File: config.mk
export PLATFORM = sky130hd
export DESIGN_NAME = ps2_keycode_rx_flat
export DESIGN_NICKNAME = d
export VERILOG_FILES = /design/src/rtl/ps2_keycode_rx_if.sv /design/src/rtl/ps2_keycode_rx.sv /design/src/flat_wrapper.sv
export SDC_FILE = /design/constraint.sdc
export NUM_CORES = 1
export LEC_CHECK = 0
export BUFFER_PORTS_ARGS = -buffer_cell sky130_fd_sc_hd__clkbuf_2
export CAP_MARGIN = 20
export CORE_MARGIN = 4
export CORE_UTILIZATION = 55
export CTS_BUF_LIST = sky130_fd_sc_hd__clkbuf_16
export CTS_CLUSTER_DIAMETER = 80
export DETAILED_ROUTE_END_ITERATION = 10
export GPL_ROUTABILITY_DRIVEN = 0
export MAX_ROUTING_LAYER = met4
export PLACE_DENSITY = 0.76
export REMOVE_ABC_BUFFERS = 1
export SETUP_SLACK_MARGIN = 0.5
export SYNTH_ARGS = -nofsm -noshare
export SYNTH_HDL_FRONTEND = slang
export SYNTH_SLANG_ARGS = --single-unit
File: constraint.sdc
create_clock -name Clk -period 2.25 [get_ports Clk]
set_input_delay 0.45 -clock Clk [delete_from_list [all_inputs] [get_ports Clk]]
set_output_delay 0.45 -clock Clk [all_outputs]
set_load 0.01 [all_outputs]
File: src/rtl/ps2_keycode_rx_if.sv
// rtl/ps2_keycode_rx_if.sv - PS/2 line inputs and decoded keycode outputs of ps2_keycode_rx
interface ps2_keycode_rx_if;
  logic       ps2_clk;
  logic       ps2_data;
  logic [7:0] keycode;
  logic [7:0] scan_byte;
  logic       scan_valid;
  logic       frame_err;

  modport master (
    output ps2_clk, ps2_data,
    input  keycode, scan_byte, scan_valid, frame_err
  );

  modport slave (
    input  ps2_clk, ps2_data,
    output keycode, scan_byte, scan_valid, frame_err
  );
endinterface

File: src/rtl/ps2_keycode_rx.sv
// rtl/ps2_keycode_rx.sv - PS/2 set-2 receiver and make/break decoder to HID keycodes
// Optional odd-parity enforcement: PS2_PARITY_CHECK_EN
module ps2_keycode_rx #(
  parameter int FILTER_LEN     = 8,
  parameter int TIMEOUT_CYCLES = 100000
) (
  input logic             Clk,
  input logic             Reset_n,
  ps2_keycode_rx_if.slave bus
);
  localparam int FW = $clog2(FILTER_LEN + 1);
  localparam int TW = $clog2(TIMEOUT_CYCLES + 1);

  typedef enum logic [1:0] {RX_IDLE, RX_DATA, RX_PARITY, RX_STOP} rx_state_e;
  typedef enum logic [1:0] {D_BASE, D_EXT, D_BRK, D_EXTBRK} dec_state_e;

  rx_state_e  rx_state_q;
  dec_state_e dec_state_q;

  logic [1:0]    clk_sync_q, clk_sync_d;
  logic [1:0]    data_sync_q, data_sync_d;
  logic          clk_filt_q, clk_filt_d;
  logic [FW-1:0] filt_cnt_q, filt_cnt_d;
  logic [TW-1:0] wdog_q, wdog_d;

  logic [2:0] bit_cnt_q;
  logic [7:0] shift_q;
`ifdef PS2_PARITY_CHECK_EN
  logic       par_q;
`endif
  logic [7:0] scan_byte_q;
  logic       scan_valid_q;
  logic       frame_err_q;
  logic [7:0] keycode_q;

  logic       rx_bit;
  logic       fall_edge;
  logic       any_edge;
  logic       timeout;
  logic       frame_ok;
  logic [7:0] hid_base;
  logic [7:0] hid_ext;

  function automatic logic [7:0] map_base(input logic [7:0] code);
    case (code)
      8'h1C:   return 8'h04;
      8'h23:   return 8'h07;
      8'h1D:   return 8'h1A;
      8'h1B:   return 8'h16;
      8'h29:   return 8'h2C;
      8'h5A:   return 8'h28;
      8'h76:   return 8'h29;
      default: return 8'h00;
    endcase
  endfunction

  function automatic logic [7:0] map_ext(input logic [7:0] code);
    case (code)
      8'h6B:   return 8'h50;
      8'h74:   return 8'h4F;
      8'h75:   return 8'h52;
      8'h72:   return 8'h51;
      default: return 8'h00;
    endcase
  endfunction

  assign rx_bit   = data_sync_q[1];
  assign hid_base = map_base(scan_byte_q);
  assign hid_ext  = map_ext(scan_byte_q);

`ifdef PS2_PARITY_CHECK_EN
  assign frame_ok = rx_bit & (^{shift_q, par_q});
`else
  assign frame_ok = rx_bit;
`endif

  // Filtered clock flips only after FILTER_LEN consecutive samples disagree with it.
  always_comb begin
    clk_sync_d  = {clk_sync_q[0], bus.ps2_clk};
    data_sync_d = {data_sync_q[0], bus.ps2_data};
    clk_filt_d  = clk_filt_q;
    filt_cnt_d  = '0;
    any_edge    = 1'b0;
    fall_edge   = 1'b0;
    if (clk_sync_q[1] != clk_filt_q) begin
      if (filt_cnt_q == FW'(FILTER_LEN - 1)) begin
        clk_filt_d = clk_sync_q[1];
        any_edge   = 1'b1;
        fall_edge  = clk_filt_q;
      end else begin
        filt_cnt_d = filt_cnt_q + 1'b1;
      end
    end
  end

  always_comb begin
    wdog_d  = '0;
    timeout = 1'b0;
    if (rx_state_q != RX_IDLE && !any_edge) begin
      if (wdog_q == TW'(TIMEOUT_CYCLES - 1)) begin
        timeout = 1'b1;
      end else begin
        wdog_d = wdog_q + 1'b1;
      end
    end
  end

  always_ff @(posedge Clk or negedge Reset_n) begin
    if (!Reset_n) begin
      clk_sync_q  <= 2'b11;
      data_sync_q <= 2'b11;
      clk_filt_q  <= 1'b1;
      filt_cnt_q  <= '0;
      wdog_q      <= '0;
    end else begin
      clk_sync_q  <= clk_sync_d;
      data_sync_q <= data_sync_d;
      clk_filt_q  <= clk_filt_d;
      filt_cnt_q  <= filt_cnt_d;
      wdog_q      <= wdog_d;
    end
  end

  always_ff @(posedge Clk or negedge Reset_n) begin
    if (!Reset_n) begin
      rx_state_q   <= RX_IDLE;
      bit_cnt_q    <= '0;
      shift_q      <= '0;
`ifdef PS2_PARITY_CHECK_EN
      par_q        <= 1'b0;
`endif
      scan_byte_q  <= '0;
      scan_valid_q <= 1'b0;
      frame_err_q  <= 1'b0;
    end else begin
      scan_valid_q <= 1'b0;
      frame_err_q  <= 1'b0;
      if (timeout) begin
        rx_state_q  <= RX_IDLE;
        frame_err_q <= 1'b1;
      end else if (fall_edge) begin
        case (rx_state_q)
          RX_IDLE: begin
            if (!rx_bit) begin
              rx_state_q <= RX_DATA;
              bit_cnt_q  <= '0;
            end else begin
              frame_err_q <= 1'b1;
            end
          end
          RX_DATA: begin
            shift_q[bit_cnt_q] <= rx_bit;
            bit_cnt_q          <= bit_cnt_q + 1'b1;
            if (bit_cnt_q == 3'd7) rx_state_q <= RX_PARITY;
          end
          RX_PARITY: begin
`ifdef PS2_PARITY_CHECK_EN
            par_q      <= rx_bit;
`endif
            rx_state_q <= RX_STOP;
          end
          default: begin
            if (frame_ok) begin
              scan_byte_q  <= shift_q;
              scan_valid_q <= 1'b1;
            end else begin
              frame_err_q  <= 1'b1;
            end
            rx_state_q <= RX_IDLE;
          end
        endcase
      end
    end
  end

  // Single-key tracking: a break clears keycode only when it names the held key.
  always_ff @(posedge Clk or negedge Reset_n) begin
    if (!Reset_n) begin
      dec_state_q <= D_BASE;
      keycode_q   <= '0;
    end else if (timeout) begin
      dec_state_q <= D_BASE;
    end else if (scan_valid_q) begin
      case (dec_state_q)
        D_BASE: begin
          if (scan_byte_q == 8'hE0) begin
            dec_state_q <= D_EXT;
          end else if (scan_byte_q == 8'hF0) begin
            dec_state_q <= D_BRK;
          end else if (hid_base != 8'h00) begin
            keycode_q <= hid_base;
          end
        end
        D_EXT: begin
          if (scan_byte_q == 8'hF0) begin
            dec_state_q <= D_EXTBRK;
          end else begin
            dec_state_q <= D_BASE;
            if (hid_ext != 8'h00) keycode_q <= hid_ext;
          end
        end
        D_BRK: begin
          dec_state_q <= D_BASE;
          if (hid_base != 8'h00 && hid_base == keycode_q) keycode_q <= 8'h00;
        end
        default: begin
          dec_state_q <= D_BASE;
          if (hid_ext != 8'h00 && hid_ext == keycode_q) keycode_q <= 8'h00;
        end
      endcase
    end
  end

  assign bus.keycode    = keycode_q;
  assign bus.scan_byte  = scan_byte_q;
  assign bus.scan_valid = scan_valid_q;
  assign bus.frame_err  = frame_err_q;
endmodule

File: src/flat_wrapper.sv
// flat-port wrapper written by rule: the top's interface ports become plain ports
module ps2_keycode_rx_flat 
#(
  parameter int FILTER_LEN     = 8,
  parameter int TIMEOUT_CYCLES = 100000
)
  (Clk, Reset_n, bus_ps2_clk, bus_ps2_data, bus_keycode, bus_scan_byte, bus_scan_valid, bus_frame_err);
  ps2_keycode_rx_if bus_i ();
  input logic Clk;
  input logic Reset_n;
  input wire logic [$bits(bus_i.ps2_clk)-1:0] bus_ps2_clk;
  input wire logic [$bits(bus_i.ps2_data)-1:0] bus_ps2_data;
  output wire logic [$bits(bus_i.keycode)-1:0] bus_keycode;
  output wire logic [$bits(bus_i.scan_byte)-1:0] bus_scan_byte;
  output wire logic [$bits(bus_i.scan_valid)-1:0] bus_scan_valid;
  output wire logic [$bits(bus_i.frame_err)-1:0] bus_frame_err;
  assign bus_i.ps2_clk = bus_ps2_clk;
  assign bus_i.ps2_data = bus_ps2_data;
  assign bus_keycode = bus_i.keycode;
  assign bus_scan_byte = bus_i.scan_byte;
  assign bus_scan_valid = bus_i.scan_valid;
  assign bus_frame_err = bus_i.frame_err;
  ps2_keycode_rx #(.FILTER_LEN(FILTER_LEN), .TIMEOUT_CYCLES(TIMEOUT_CYCLES)) u_core (.Clk(Clk), .Reset_n(Reset_n), .bus(bus_i));
endmodule
==> results.sh, run 1 <==
export IMPL_status="finished with violations"
export IMPL_violations="negative setup slack"
export IMPL_max_slew_margin_pct=60.52
export IMPL_cts_max_path_buffers=2
export IMPL_max_cap_violations=0
export IMPL_synth_edf_count=0
export IMPL_die_y_um=85.10
export IMPL_area_delta_synth_final_pct=39.95
export IMPL_yosys_warnings=0
export IMPL_synth_area_leaders="dfrtp_1 41%, mux2_2 5.2%, dfstp_2 4.0%"
export IMPL_power_switching_mw=0.5529
export IMPL_clock_sinks=58
export IMPL_vdd_drop_max_uv=510.5
export IMPL_crit_path_end_kind="flip-flop"
export IMPL_syn_avg_cell_area_um2=9.848
export IMPL_leakagePower_nw=1.969
export IMPL_pwr_share_comb_pct=5.9
export IMPL_numCtsBuffers=9
export IMPL_wl_per_cell_um=19.91
export IMPL_fin_ws_ps=-96.16
export IMPL_antenna_found_initial=0
export IMPL_start_util_pct=57.95
export IMPL_io_pins=22
export IMPL_crit_type="flip-flop to flip-flop"
export IMPL_synth_main_ff_cell="dfrtp_1"
export IMPL_period_needed_ps=2346
export IMPL_ctsHoldBuffers=0
export IMPL_cts_tree="done"
export IMPL_dp_cells=431
export IMPL_finalSetupViolCount=7
export IMPL_synthArstFlopShare_pct=100.0
export IMPL_fillerInstances=301
export IMPL_ys_ff_latch=58
export IMPL_drc=0
export IMPL_die_area_um2=7242
export IMPL_hold_viol=0
export IMPL_synth_cell_type_count=62
export IMPL_gr_usage_all_layers_pct=24.49
export IMPL_yosysMostFrequentCell="dfrtp_1"
export IMPL_fin_area_um2=4576
export IMPL_grt_pass1_wl_um=13810
export IMPL_cp_slowest_cell="dfrtp_1"
export IMPL_final_antenna_net_count=0
export IMPL_timing_critical_path_from_type="flip-flop"
export IMPL_io_buffers=20
export IMPL_slowest_delay_ps=430
export IMPL_cts_max_level=3
export IMPL_path_cells="buf_4 > nor4bb_1 > and4b_2 > or3_4 > o22ai_1 > and3_1 > o31a_4 > o22ai_1"
export IMPL_postSynthCellCount=332
export IMPL_clkTransAtPathRegs_ps=50
export IMPL_p_sw_share_pct=21.69
export IMPL_die_w_um=85.10
export IMPL_ys_seq_area_share_pct=44.58
export IMPL_dpl_cell_area_um2=3556
export IMPL_syn_area_um2=3269
export IMPL_p_per_area_nw_per_um2=557.0
export IMPL_routed_wirelength_um=9654
export IMPL_seqCellArea_um2=1464
export IMPL_drt_iter0_markers=434
export IMPL_layoutNonFillerInstCount=485
export IMPL_synth_top_area_share_pct=40.57
export IMPL_placementRows=27
export IMPL_grt_overflow=0
export IMPL_grt_max_degree=39
export IMPL_seqPwrFrac_pct=43.9
export IMPL_diodes=0
export IMPL_critPathArrivalTime_ps=2590
export IMPL_drive_gt1_share_pct=42.13
export IMPL_power_share_clock_pct=50.2
export IMPL_fin_nets=422
export IMPL_post_route_period_util_pct=104.3
export IMPL_maxSlewViolCount=0
export IMPL_core_um2=5642
export IMPL_drtPass1Iterations=5
export IMPL_multi_input_area_um2=2081
export IMPL_p_int_mw=1.996
export IMPL_fin_worst_skew_ps=8.146
export IMPL_hold_path_class="input port to async pin"
export IMPL_hpwl_um=4861
export IMPL_crit_top_cell="o22ai_1"
export IMPL_worstPathMaxFanout=7
export IMPL_synth_area_leader_cell="dfrtp_1"
export IMPL_rsz0062_at_grt="yes"
export IMPL_routed_via_count=3091
export IMPL_max_freq_ghz=0.4262
export IMPL_routed_via_density=6.373
export IMPL_worstPathRequired_ps=2490
export IMPL_cts_root_buffer="clkbuf_16"
export IMPL_grt_pass1_vias=2907
export IMPL_clk_latency_ps=320
export IMPL_synthTopCellsByCount="53 x dfrtp_1, 31 x nor2_1, 23 x nand2_1"
export IMPL_reg2reg_depth=8
export IMPL_tightest_slew_ps=592.2
## logic make-up (layout without fill, tap and decap cells)
group                    Yosys count  count (layout)  share of synthesized area [%]
AND/OR/NAND/NOR                  136             137                          24.49
AO/OA/AOI/OAI                     64              64                          13.01
flip-flops                        58              58                          44.58
buffers and inverters             31             111                          4.324
XOR/XNOR                          17              17                          4.554
multiplexers                      16              16                          5.473
adder cells (fa/ha/maj)            9               9                          3.444
other                              1               1                         0.1147
## power groups by stage
stage	sequential [mW]	combinational (mW)	clock, mW
after floorplan	1.12	0.0634	0
after global placement	1.13	0.100	0
after detailed placement	1.13	0.102	0
after CTS	1.11	0.129	1.29
after global routing	1.12	0.171	1.37
final	1.12	0.151	1.28
## cell usage in the layout, fill, tap and decap left out, types with 5 or more instances in the layout
master and n:
clkbuf_16 9, clkbuf_2 20, nand4_1 6, nand3_1 10, inv_1 18, buf_4 46
mux2_4 12, dfstp_2 5, o21ai_0 11, xnor2_1 9, nand2_1 20, buf_6 12
dfrtp_2 5, ha_1 7, nor2_1 29, a21oi_1 13, o21ai_1 5, dfrtp_1 48
xor2_1 8
## stage by stage
stage | setup TNS, ps | hold WS (ps) | utilization, % | power, mW | setup slack [ps]
after floorplan | 0 | 154.4 | - | 1.187 | 17.87
after global placement | 0 | 346.5 | 63.03 | 1.227 | 48.88
after detailed placement | -143.3 | 347.5 | 63.03 | 1.231 | -29.29
after CTS | 0 | 127.5 | 74.87 | 2.530 | 85.62
after global routing | -711.5 | 161.1 | 81.10 | 2.658 | -116.3
final | -594.1 | 122.2 | 81.10 | 2.549 | -96.16
## final cells by class
class	count	area share, %
clock buffers	9	4.922
well taps	72	1.969
flip-flops and latches	58	31.99
repair buffers	80	13.21
inverters	16	1.313
clock inverters	6	1.121
multi-input cells	244	45.47
## routing by layer
| layer | track usage (%) | vias up | routed length, µm |
|---|---|---|---|
| met5 | - | - | 0 |
| met4 | 10.22 | 0 | 361 |
| met3 | 7.087 | 41 | 771 |
| met2 | 37.92 | 179 | 4738 |
| met1 | 29.99 | 1510 | 3782 |
| li1 | - | 1361 | - |
## repair_timing
item | CTS | global route
pin swaps | 20 | 28
hold endpoints to repair | 0 | 0
resized for setup | 50 | 59
setup endpoints to repair | 43 | 36
cloned | 1 | 0
buffers inserted | 27 | 11
## path summary, 6_finish.rpt
| path | startpoint | end | slack [ps] |
|---|---|---|---|
| setup / recovery | u_core.bus.scan_byte[0] | u_core.bus.keycode[1] | -100 |
| hold / removal | Reset_n | u_core.filt_cnt_q[3] | 120 |
| setup reg to reg | u_core.bus.scan_byte[0] | u_core.bus.keycode[1] | -100 |
| hold reg to reg | u_core.clk_sync_q[0] | u_core.clk_sync_q[1] | 360 |
| max in group asynchronous | Reset_n | u_core.data_sync_q[1] | 1460 |
| min in group Clk | bus_ps2_clk | u_core.clk_sync_q[0] | 200 |
## state kept, by name, indices dropped and copies added (netlist names)
register               flops
u_core.data_sync_q         2
u_core.wdog_q             17
u_core.bus.keycode         7
u_core.clk_filt_q          1
u_core.shift_q             8
u_core.bus.frame_err       1
u_core.dec_state_q         2
u_core.rx_state_q          2
u_core.bus.scan_valid      1
u_core.bit_cnt_q           3
u_core.bus.scan_byte       8
u_core.filt_cnt_q          4
u_core.clk_sync_q          2
## critical path: cells and delay by family (launching register included)
kind	cells	cell delay, ps
and+or+nand+nor	4	1040
AOI/OAI and AO/OA	3	630
DFF	1	430
buffers and inverters	1	180
Power figures use the tool's default switching activity.
==> inputs of run 2 (changes only) <==
Settings changed: CORE_UTILIZATION 55 to 57, CTS_BUF_LIST sky130_fd_sc_hd__clkbuf_16 to sky130_fd_sc_hd__clkbuf_4 sky130_fd_sc_hd__clkbuf_8, PLACE_DENSITY 0.76 to 0.79.
==> run 2 against run 1 <==
Compared with the run above:
- the run still ends with negative setup slack left
- setup slack got worse by 96 ps
- sequential share of layout area is 0.34 points lower
- die area decreased by 3.2%
- final cell count up 1.9%
==> results.sh, run 2 (synthesis results as in run 1) <==
export IMPL_gr_usage_all_layers_pct=26.27
export IMPL_layoutNonFillerInstCount=494
export IMPL_start_util_pct=59.01
export IMPL_placementRows=27
export IMPL_max_slew_margin_pct=53.50
export IMPL_clkTransAtPathRegs_ps=90
export IMPL_leakagePower_nw=1.995
export IMPL_violations="negative setup slack"
export IMPL_cts_max_path_buffers=2
export IMPL_timing_critical_path_from_type="flip-flop"
export IMPL_io_pins=22
export IMPL_dp_cells=430
export IMPL_utilization_pct=83.63
export IMPL_max_cap_violations=0
export IMPL_antenna_found_initial=0
export IMPL_tightest_slew_ps=697.4
export IMPL_seqCellArea_um2=1466
export IMPL_fin_worst_skew_ps=22.86
export IMPL_routed_via_count=3321
export IMPL_holdWs_ps=118.3
export IMPL_diodes=0
export IMPL_largest_reg_flops=17
export IMPL_finalSetupViolCount=7
export IMPL_worstPathRequired_ps=2500
export IMPL_hold_path_class="input port to async pin"
export IMPL_multi_input_area_um2=2115
export IMPL_routed_wirelength_um=11310
export IMPL_clk_latency_ps=370
export IMPL_drtPass1Iterations=6
export IMPL_status="finished with violations"
export IMPL_die_w_um=83.74
export IMPL_grt_max_degree=37
export IMPL_period_needed_ps=2442
export IMPL_layout_commonest_cell="buf_4"
export IMPL_maxSlewViolCount=0
export IMPL_drive_gt1_share_pct=46.21
export IMPL_cts_tree="done"
export IMPL_rsz0062_at_grt="yes"
export IMPL_dpl_cell_area_um2=3548
export IMPL_area_delta_synth_final_pct=41.71
export IMPL_vdd_drop_max_uv=582.5
export IMPL_finalPower_mw=2.273
export IMPL_regMostFlops="u_core.wdog_q"
export IMPL_numCtsBuffers=9
export IMPL_dp_slack_ps=-2.686
export IMPL_post_route_period_util_pct=108.5
export IMPL_final_cell_mix="49 x buf_4, 46 x dfrtp_1, 26 x nor2_1, 21 x nand2_1, 21 x clkbuf_2"
export IMPL_die_y_um=83.74
export IMPL_max_freq_ghz=0.4095
export IMPL_crit_type="flip-flop to flip-flop"
export IMPL_grt_pass1_vias=2997
export IMPL_clock_sinks=58
export IMPL_grt_overflow=0
export IMPL_final_antenna_net_count=0
export IMPL_fin_ws_ps=-192.0
export IMPL_grt_pass1_wl_um=14400
export IMPL_wl_per_cell_um=22.89
export IMPL_p_per_area_nw_per_um2=490.5
export IMPL_worstPathMaxFanout=7
export IMPL_die_area_um2=7012
export IMPL_drc=0
export IMPL_fin_area_um2=4633
export IMPL_fillerInstances=278
export IMPL_hold_viol=0
export IMPL_critPathArrivalTime_ps=2690
export IMPL_crit_path_end_kind="flip-flop"
export IMPL_drt_iter0_markers=478
export IMPL_cts_root_buffer="clkbuf_8"
export IMPL_fin_nets=430
export IMPL_cts_max_level=3
export IMPL_hpwl_um=4826
export IMPL_io_buffers=20
export IMPL_fin_tns_setup_ps=-912.1
export IMPL_core_um2=5540
export IMPL_routed_via_density=6.723
-- run 2: cell count changes in the layout (fill, tap and decap cells not counted), sizes merged --
cell      before  now
buf           60   67
clkbuf        29   32
clkinv         3    2
clkinvlp       0    2
inv           18   16
-- run 2: layout make-up --
class	instances	area share, %
tap	72	1.944
sequential	58	31.65
inverter	16	1.296
clock buffer	11	3.133
multi-input combinational	244	45.64
timing repair buffer	88	15.15
clock inverter	5	1.188
-- run 2: repair_timing --
action | 4_1_cts | 5_1_grt
gates resized for setup | 49 | 80
cloned | 1 | 0
pin swaps | 23 | 32
setup endpoints to repair | 39 | 45
hold buffers | 0 | 0
setup buffers | 30 | 17
-- run 2: critical path, cell delays in order (launching register included) --
cell	delay [ps]
dfrtp_1	470
buf_4	190
nor4bb_1	300
and4b_2	350
or3_4	160
o22ai_1	90
and3_1	170
o31a_4	350
o22ai_1	230
-- run 2: power breakdown --
group          leakage, nW  internal (mW)  total [mW]  switching [mW]
registers            0.779           1.08        1.11          0.0294
logic                 1.12         0.0732       0.150          0.0764
clock network       0.0987          0.550        1.01           0.459
-- run 2: path summary, 6_finish.rpt --
path	startpoint	to	slack (ps)	depth (start not counted)
max	u_core.bus.scan_byte[0]	u_core.bus.keycode[2]	-190	8
max in group asynchronous	Reset_n	u_core.data_sync_q[1]	1430	2
max reg2reg	u_core.bus.scan_byte[0]	u_core.bus.keycode[2]	-190	8
min	Reset_n	u_core.shift_q[5]	120	1
min in group Clk	bus_ps2_data	u_core.data_sync_q[0]	180	1
min reg2reg	u_core.clk_sync_q[0]	u_core.clk_sync_q[1]	360	0
-- run 2: routing by layer --
metal | up-vias | wire [µm] | track usage (%)
met5 | - | 0 | -
met4 | 0 | 687 | 13.45
met3 | 97 | 920 | 6.515
met2 | 250 | 5453 | 41.14
met1 | 1595 | 4249 | 31.51
li1 | 1379 | - | -
